`src/rtl/mlp_pkg.sv`:
```
// mlp_pkg: shared types and constants for the MLP tile sequencer.
// Holds the sequencer FSM state encoding, default parameter values and the
// requantiser intermediate widths.
package mlp_pkg;

  localparam int DEF_PE_COLS     = 8;
  localparam int DEF_MAX_K_TILES = 16;
  localparam int DEF_MAX_N_TILES = 16;
  localparam int DEF_PSUM_W      = 32;
  localparam int DEF_SCALE_W     = 12;
  localparam int DEF_OUT_W       = 8;

  // Requant shift field width
  localparam int SHIFT_W = 5;

  // Signed psum times zero-extended unsigned scale never overflows this width
  localparam int DEF_PROD_W = DEF_PSUM_W + DEF_SCALE_W + 1;

  typedef enum logic [2:0] {
    IDLE,
    BIAS,
    BWAIT,
    ISSUE,
    WAIT,
    DRAIN,
    FIN
  } seq_state_t;

  function automatic int prod_width(input int psum_w, input int scale_w);
    return psum_w + scale_w + 1;
  endfunction

endpackage

```
`src/rtl/mlp_requant.sv`:
```
// mlp_requant: combinational requantiser.
// out = sat(round_shift(psum * scale, shift)).
// Optional: define MLP_SEQ_RELU_EN to clamp negative results to zero before
// saturation.
module mlp_requant
  import mlp_pkg::*;
#(
  parameter int PSUM_W  = DEF_PSUM_W,
  parameter int SCALE_W = DEF_SCALE_W,
  parameter int OUT_W   = DEF_OUT_W
) (
  input  logic [PSUM_W-1:0]  psum,
  input  logic [SCALE_W-1:0] scale,
  input  logic [SHIFT_W-1:0] shift,
  output logic [OUT_W-1:0]   out
);

  localparam int PW = prod_width(PSUM_W, SCALE_W);
  // One extra bit so the rounding add cannot wrap
  localparam int RW = PW + 1;

  localparam logic signed [RW-1:0] SAT_MAX = RW'((64'sd1 <<< (OUT_W - 1)) - 64'sd1);
  localparam logic signed [RW-1:0] SAT_MIN = ~SAT_MAX;

  logic signed [PW-1:0] ps_ext;
  logic signed [PW-1:0] sc_ext;
  logic signed [PW-1:0] prod;
  logic signed [RW-1:0] rnd;
  logic signed [RW-1:0] rounded;
  logic signed [RW-1:0] shifted;
  logic signed [RW-1:0] clipped;

  // Multiply, round half up, arithmetic shift, optional ReLU, then saturate
  always_comb begin
    ps_ext  = {{(PW-PSUM_W){psum[PSUM_W-1]}}, psum};
    sc_ext  = {{(PW-SCALE_W){1'b0}}, scale};
    prod    = ps_ext * sc_ext;
    rnd     = '0;
    if (shift != '0) begin
      rnd = RW'(1) << (shift - SHIFT_W'(1));
    end
    rounded = {prod[PW-1], prod} + rnd;
    shifted = rounded >>> shift;
    clipped = shifted;
`ifdef MLP_SEQ_RELU_EN
    if (shifted[RW-1]) begin
      clipped = '0;
    end
`endif
    if (clipped > SAT_MAX) begin
      out = SAT_MAX[OUT_W-1:0];
    end else if (clipped < SAT_MIN) begin
      out = SAT_MIN[OUT_W-1:0];
    end else begin
      out = clipped[OUT_W-1:0];
    end
  end

endmodule

```
`src/rtl/mlp_tile_sequencer.sv`:
```
// mlp_tile_sequencer: walks an MLP layer job over N output tiles, each built
// from K accumulation tiles on the PE array. For every output tile it fetches
// the bias row, issues the K array passes (feeding each partial sum back as the
// next seed), then drains the requantised row element by element.
// Optional: define MLP_SEQ_RELU_EN for ReLU-clamped requant output.
module mlp_tile_sequencer
  import mlp_pkg::*;
#(
  parameter int PE_COLS     = DEF_PE_COLS,
  parameter int MAX_K_TILES = DEF_MAX_K_TILES,
  parameter int MAX_N_TILES = DEF_MAX_N_TILES,
  parameter int PSUM_W      = DEF_PSUM_W,
  parameter int SCALE_W     = DEF_SCALE_W,
  parameter int OUT_W       = DEF_OUT_W
) (
  input  logic                                    clk,
  input  logic                                    rst,
  input  logic                                    start,
  input  logic [$clog2(MAX_K_TILES+1)-1:0]        cfg_k_tiles,
  input  logic [$clog2(MAX_N_TILES+1)-1:0]        cfg_n_tiles,
  input  logic [SCALE_W-1:0]                      cfg_scale,
  input  logic [SHIFT_W-1:0]                      cfg_shift,
  output logic                                    busy,
  output logic                                    done,
  output logic                                    bias_rd_en,
  input  logic [PE_COLS*PSUM_W-1:0]               bias_rd_data,
  output logic                                    tile_req,
  output logic [$clog2(MAX_K_TILES)-1:0]          tile_k,
  output logic [$clog2(MAX_N_TILES)-1:0]          tile_n,
  output logic [PE_COLS*PSUM_W-1:0]               arr_bias,
  input  logic                                    arr_valid,
  input  logic [PE_COLS*PSUM_W-1:0]               arr_psum,
  output logic                                    out_valid,
  input  logic                                    out_ready,
  output logic [OUT_W-1:0]                        out_data,
  output logic [$clog2(MAX_N_TILES*PE_COLS)-1:0]  out_idx
);

  localparam int KC_W = $clog2(MAX_K_TILES + 1);
  localparam int NC_W = $clog2(MAX_N_TILES + 1);
  localparam int KI_W = $clog2(MAX_K_TILES);
  localparam int NI_W = $clog2(MAX_N_TILES);
  localparam int E_W  = $clog2(PE_COLS);
  localparam int OI_W = $clog2(MAX_N_TILES * PE_COLS);

  seq_state_t state;
  seq_state_t state_next;

  logic [KI_W-1:0]    k;
  logic [NI_W-1:0]    n;
  logic [E_W-1:0]     e;
  logic [KC_W-1:0]    k_tiles;
  logic [NC_W-1:0]    n_tiles;
  logic [SCALE_W-1:0] scale_q;
  logic [SHIFT_W-1:0] shift_q;
  logic [PSUM_W-1:0]  bank [PE_COLS];

  logic [KC_W-1:0]    k_cfg;
  logic [NC_W-1:0]    n_cfg;
  logic               k_more;
  logic               n_more;
  logic               e_last;
  logic [OUT_W-1:0]   rq_out;

  // Clamp the requested tile counts into [1, MAX]
  always_comb begin
    k_cfg = cfg_k_tiles;
    if (cfg_k_tiles == '0) begin
      k_cfg = KC_W'(1);
    end else if (cfg_k_tiles > KC_W'(MAX_K_TILES)) begin
      k_cfg = KC_W'(MAX_K_TILES);
    end
    n_cfg = cfg_n_tiles;
    if (cfg_n_tiles == '0) begin
      n_cfg = NC_W'(1);
    end else if (cfg_n_tiles > NC_W'(MAX_N_TILES)) begin
      n_cfg = NC_W'(MAX_N_TILES);
    end
  end

  // Loop-bound flags for the K, N and element counters
  always_comb begin
    k_more = (KC_W'(k) + KC_W'(1)) < k_tiles;
    n_more = (NC_W'(n) + NC_W'(1)) < n_tiles;
    e_last = (e == E_W'(PE_COLS - 1));
  end

  // State register
  always_ff @(posedge clk) begin
    if (rst) begin
      state <= IDLE;
    end else begin
      state <= state_next;
    end
  end

  // Next-state and per-state strobes
  always_comb begin
    state_next = state;
    busy       = 1'b1;
    done       = 1'b0;
    bias_rd_en = 1'b0;
    tile_req   = 1'b0;
    out_valid  = 1'b0;
    case (state)
      IDLE: begin
        busy = 1'b0;
        if (start) begin
          state_next = BIAS;
        end
      end
      BIAS: begin
        bias_rd_en = 1'b1;
        state_next = BWAIT;
      end
      BWAIT: begin
        state_next = ISSUE;
      end
      ISSUE: begin
        tile_req   = 1'b1;
        state_next = WAIT;
      end
      WAIT: begin
        if (arr_valid) begin
          state_next = k_more ? ISSUE : DRAIN;
        end
      end
      DRAIN: begin
        out_valid = 1'b1;
        if (out_ready && e_last) begin
          state_next = n_more ? BIAS : FIN;
        end
      end
      FIN: begin
        done       = 1'b1;
        state_next = IDLE;
      end
      default: begin
        state_next = IDLE;
      end
    endcase
  end

  // Job configuration, tile counters, accumulator seed and psum bank
  always_ff @(posedge clk) begin
    if (rst) begin
      k        <= '0;
      n        <= '0;
      e        <= '0;
      k_tiles  <= '0;
      n_tiles  <= '0;
      scale_q  <= '0;
      shift_q  <= '0;
      arr_bias <= '0;
      for (int unsigned i = 0; i < PE_COLS; i++) begin
        bank[i] <= '0;
      end
    end else begin
      case (state)
        IDLE: begin
          if (start) begin
            k_tiles <= k_cfg;
            n_tiles <= n_cfg;
            scale_q <= cfg_scale;
            shift_q <= cfg_shift;
            k       <= '0;
            n       <= '0;
            e       <= '0;
          end
        end
        BWAIT: begin
          arr_bias <= bias_rd_data;
        end
        WAIT: begin
          if (arr_valid) begin
            if (k_more) begin
              arr_bias <= arr_psum;
              k        <= k + KI_W'(1);
            end else begin
              for (int unsigned i = 0; i < PE_COLS; i++) begin
                bank[i] <= arr_psum[i*PSUM_W +: PSUM_W];
              end
              e <= '0;
            end
          end
        end
        DRAIN: begin
          if (out_ready) begin
            if (e_last) begin
              e <= '0;
              if (n_more) begin
                n <= n + NI_W'(1);
                k <= '0;
              end
            end else begin
              e <= e + E_W'(1);
            end
          end
        end
        default: begin
        end
      endcase
    end
  end

  mlp_requant #(
    .PSUM_W  (PSUM_W),
    .SCALE_W (SCALE_W),
    .OUT_W   (OUT_W)
  ) u_requant (
    .psum  (bank[e]),
    .scale (scale_q),
    .shift (shift_q),
    .out   (rq_out)
  );

  // Output element and index are forced to zero outside DRAIN
  always_comb begin
    tile_k   = k;
    tile_n   = n;
    out_data = '0;
    out_idx  = '0;
    if (out_valid) begin
      out_data = rq_out;
      out_idx  = OI_W'(n) * OI_W'(PE_COLS) + OI_W'(e);
    end
  end

endmodule
```
`config.mk`:
```
export PLATFORM = sky130hd
export DESIGN_NAME = mlp_tile_sequencer
export DESIGN_NICKNAME = d
export VERILOG_FILES = /design/src/rtl/mlp_pkg.sv /design/src/rtl/mlp_requant.sv /design/src/rtl/mlp_tile_sequencer.sv
export SDC_FILE = /design/constraint.sdc
export NUM_CORES = 2
export LEC_CHECK = 0
export CORE_MARGIN = 2
export CORE_UTILIZATION = 25
export DETAILED_ROUTE_END_ITERATION = 10
export DONT_BUFFER_PORTS = 1
export PLACE_DENSITY = 0.42
export SLEW_MARGIN = 20
export SYNTH_ARGS = -nofsm -noshare
export SYNTH_HDL_FRONTEND = slang
export SYNTH_SLANG_ARGS = --single-unit
```
`constraint.sdc`:
```
create_clock -name clk -period 27.8 [get_ports clk]
set_input_delay 5.56 -clock clk [delete_from_list [all_inputs] [get_ports clk]]
set_output_delay 5.56 -clock clk [all_outputs]
set_load 0.1 [all_outputs]
```
==> flow_summary_export.csv <==
group,metric,value,unit
placed_design,gp_congestion,0.898,
placed_design,place_area,46700,um^2
floorplan,die_h,426,um
synthesis,synth_top_area_share,17.3,%
floorplan,start_util,25.2,%
synthesis,synth_area_leader_cell,"edfxtp_1",
cts,path_clk_slew,0.06,ns
layout,postLayoutCellArea,48900,um^2
timing,tightest_slew,1.97,ns
timing,period_share,72.4,%
worst_setup_path,cp-start-kind,"flip-flop",
run_status,status,"finished, violations left",
detailed_routing,detail-route-antenna-nets,0,
worst_setup_path,worst_ep_arrival_time,14.58,ns
layout,area_growth,10.0,%
global_route,grt_pass1_vias,36200,
pwr,vdd_drop_max,0.0000674,V
global_route,track_usage,20.1,%
synthesis,synth_ff_type,"dfxtp_1",
detailed_routing,drtIter0Drc,2938,
layout,drive_gt1_share,7.90,%
cts,cts-root-buf,"clkbuf_16",
detailed_routing,drc,0,
timing,skew,0.0305,ns
timing,rsz0062_at_grt,"no",
worst_setup_path,cp_num_buf_inv,4,
cts,insertion_delay,0.66,ns
layout,fillers,18900,
detailed_routing,firstDrtPassIters,6,
hold_path,hp-class,"flip-flop to flip-flop",
worst_setup_path,path_class,"flip-flop to output pin",
synthesis,ys_seq_area_share,30.8,%
synthesis,synth_edf_count,256,
worst_setup_path,cp_max_fo,33,
synthesis,synth_seq_cells,556,
global_route,antenna_found_initial,33,
pwr,power.total,4.41,mW
floorplan,num_io_pins,828,
global_route,grt_overflow,0,
synthesis,avgSynthCellArea,9.10,um^2
layout,final_cell_mix,"nand2_1 (744), nor2_1 (417), inv_1 (400)",
detailed_routing,vias_per_cell,5.06,
cts,ctsLongestPathBuffers,3,
synthesis,syn_inst,4883,
synthesis,synth_area,44400,um^2
timing,slew_viol_final,192,
timing,period_minus_slack,20.14,ns
worst_setup_path,slowest_delay,0.85,ns
synthesis,synthArstFlopShare,0,%
cts,cts_tree,"built",
synthesis,synth_nets,5909,
timing,report.final.hold_viol_count,0,
pwr,leakage,18.0,nW
cts,cts_buffers,66,
placed_design,numPortBuffers,0,
cts,post_cts_buffers,0,
floorplan,core_area,176000,um^2
synthesis,synth_cell_types,114,
worst_setup_path,end_kind,"output pin",
timing,whs,0.450,ns
cts,ctsHoldBuffers,0,
timing,totalNegativeSetupSlack,0,ns
layout,final_common_cell,"nand2_1",
layout,nets,5707,
worst_setup_path,critPathSlowestCell,"o31ai_2",
worst_setup_path,path_delay_family,"compound AO/OA/AOI/OAI gates",
floorplan,die_w,426,um
layout,final_cells,7101,
placed_design,dp.cells,6953,
synthesis,synth_area_leaders,"edfxtp_1 (17%), fa_1 (15%), dfxtp_1 (14%), nand2_1 (6.3%), a311oi_1 (5.1%)",
floorplan,dieArea,181000,um^2
timing,setup_viol,0,
timing,fmax,49.7,MHz
run_status,violations,"max-slew violations",
global_route,grt_max_degree,364,
detailed_routing,finalWirelength,188,mm
detailed_routing,wl_per_cell,26.4,um
synthesis,yosysWarnings,0,
cts,clkSinkCount,556,
placed_design,post-dp-hpwl,148,mm
cts,cts-resized-gates,0,
cts,htree_levels,3,
worst_setup_path,timing.critical_path.mode_cell,"fa_1",
detailed_routing,num_vias,35900,
global_route,grt_pass1_wl,268,mm
run,maxCapViolCount,0,
pwr,power.density,90.2,nW/um^2
timing,relSlewSlack,-31.3,%
worst_setup_path,crit_required,22.24,ns
floorplan,std_cell_rows,154,
## state kept, by name, indices dropped and copies added (netlist names), named ones only
name	flops
arr_bias	256
bank	256
scale_q	12
k_tiles	5
n_tiles	5
shift_q	5
tile_k	4
tile_n	4
e	3
state	3
## Yosys cell counts, types with 8 or more instances
master,number
a211o_1,8
a211oi_1,37
a21boi_0,8
a21o_1,30
a21oi_1,165
a22oi_1,10
a311oi_1,261
a31oi_1,16
and2_1,268
and3_1,23
buf_1,17
buf_2,13
buf_6,8
clkbuf_1,309
dfxtp_1,300
edfxtp_1,256
fa_1,339
ha_1,143
inv_1,400
mux2_2,18
mux2i_1,64
mux4_2,76
nand2_1,744
nand2b_1,83
nand3_1,47
nand4_1,27
nor2_1,418
nor2b_1,286
nor3_1,51
nor4_1,9
o2111ai_1,9
o211a_1,8
o211ai_1,30
o21a_1,21
o21ai_0,88
o31ai_1,17
or2_2,12
xnor2_1,48
xor2_1,31
## layout make-up
type / count / area (um^2) / share of cell area (%)
inverters: 402 / 1510 / 3.09
repair buffers: 86 / 676 / 1.38
well taps: 2340 / 2930 / 5.99
flip-flops and latches: 556 / 13700 / 28.0
multi-input cells: 3569 / 27800 / 57.0
clock buffers: 90 / 1840 / 3.76
diodes: 27 / 67.6 / 0.138
clock inverters: 31 / 303 / 0.620
## through the flow
stage / setup slack [ns] / util (%)
floorplan: 8.68 / -
global placement: 8.32 / 26.5
detailed placement: 8.12 / 26.5
CTS: 7.34 / 27.7
global route: 6.53 / 27.7
finish: 7.66 / 27.7
## per-layer routing
layer	routed length, um	vias to the layer above	share of wire (%)	global-route usage (%)
li1	-	16300	-	-
met1	77200	18300	41	25.2
met2	92000	1150	49	34.0
met3	12400	190	6.6	4.37
met4	6090	4	3.2	6.90
met5	27	-	0.014	0
## power breakdown
part | switching [mW] | internal (mW)
Sequential | 0.774 | 0.976
Clock | 0.391 | 0.492
Combinational | 1.15 | 0.622
## worst min-delay path: stages (launching register included)
cell,delay [ns]
dfxtp_1,0.31
nand2_1,0.05
a21oi_1,0.05
## cell families (layout without fill, tap and decap cells)
group	Yosys count	after routing	share of synthesized area, %
AND/OR/NAND/NOR	2031	2031	22.2
AO/OA/AOI/OAI	818	818	13.6
XOR/XNOR	79	79	1.56
adder cells (fa/ha/maj)	482	482	19.3
other	1	28	0.00844
flip-flops	556	556	30.8
buffers and inverters	758	609	6.76
multiplexers	158	158	5.75
## worst paths after layout
check	start	to	slack (ns)	cells after the start
worst max-delay path	flip-flop	out_data[5]	7.66	39
worst min register to register	k_tiles[1]	k_tiles[1]	0.45	2
worst max register to register	tile_k[0]	arr_bias[156]	20.45	15
worst min-delay path	k_tiles[1]	k_tiles[1]	0.45	2
No activity file was read; power rests on OpenSTA's default activity.
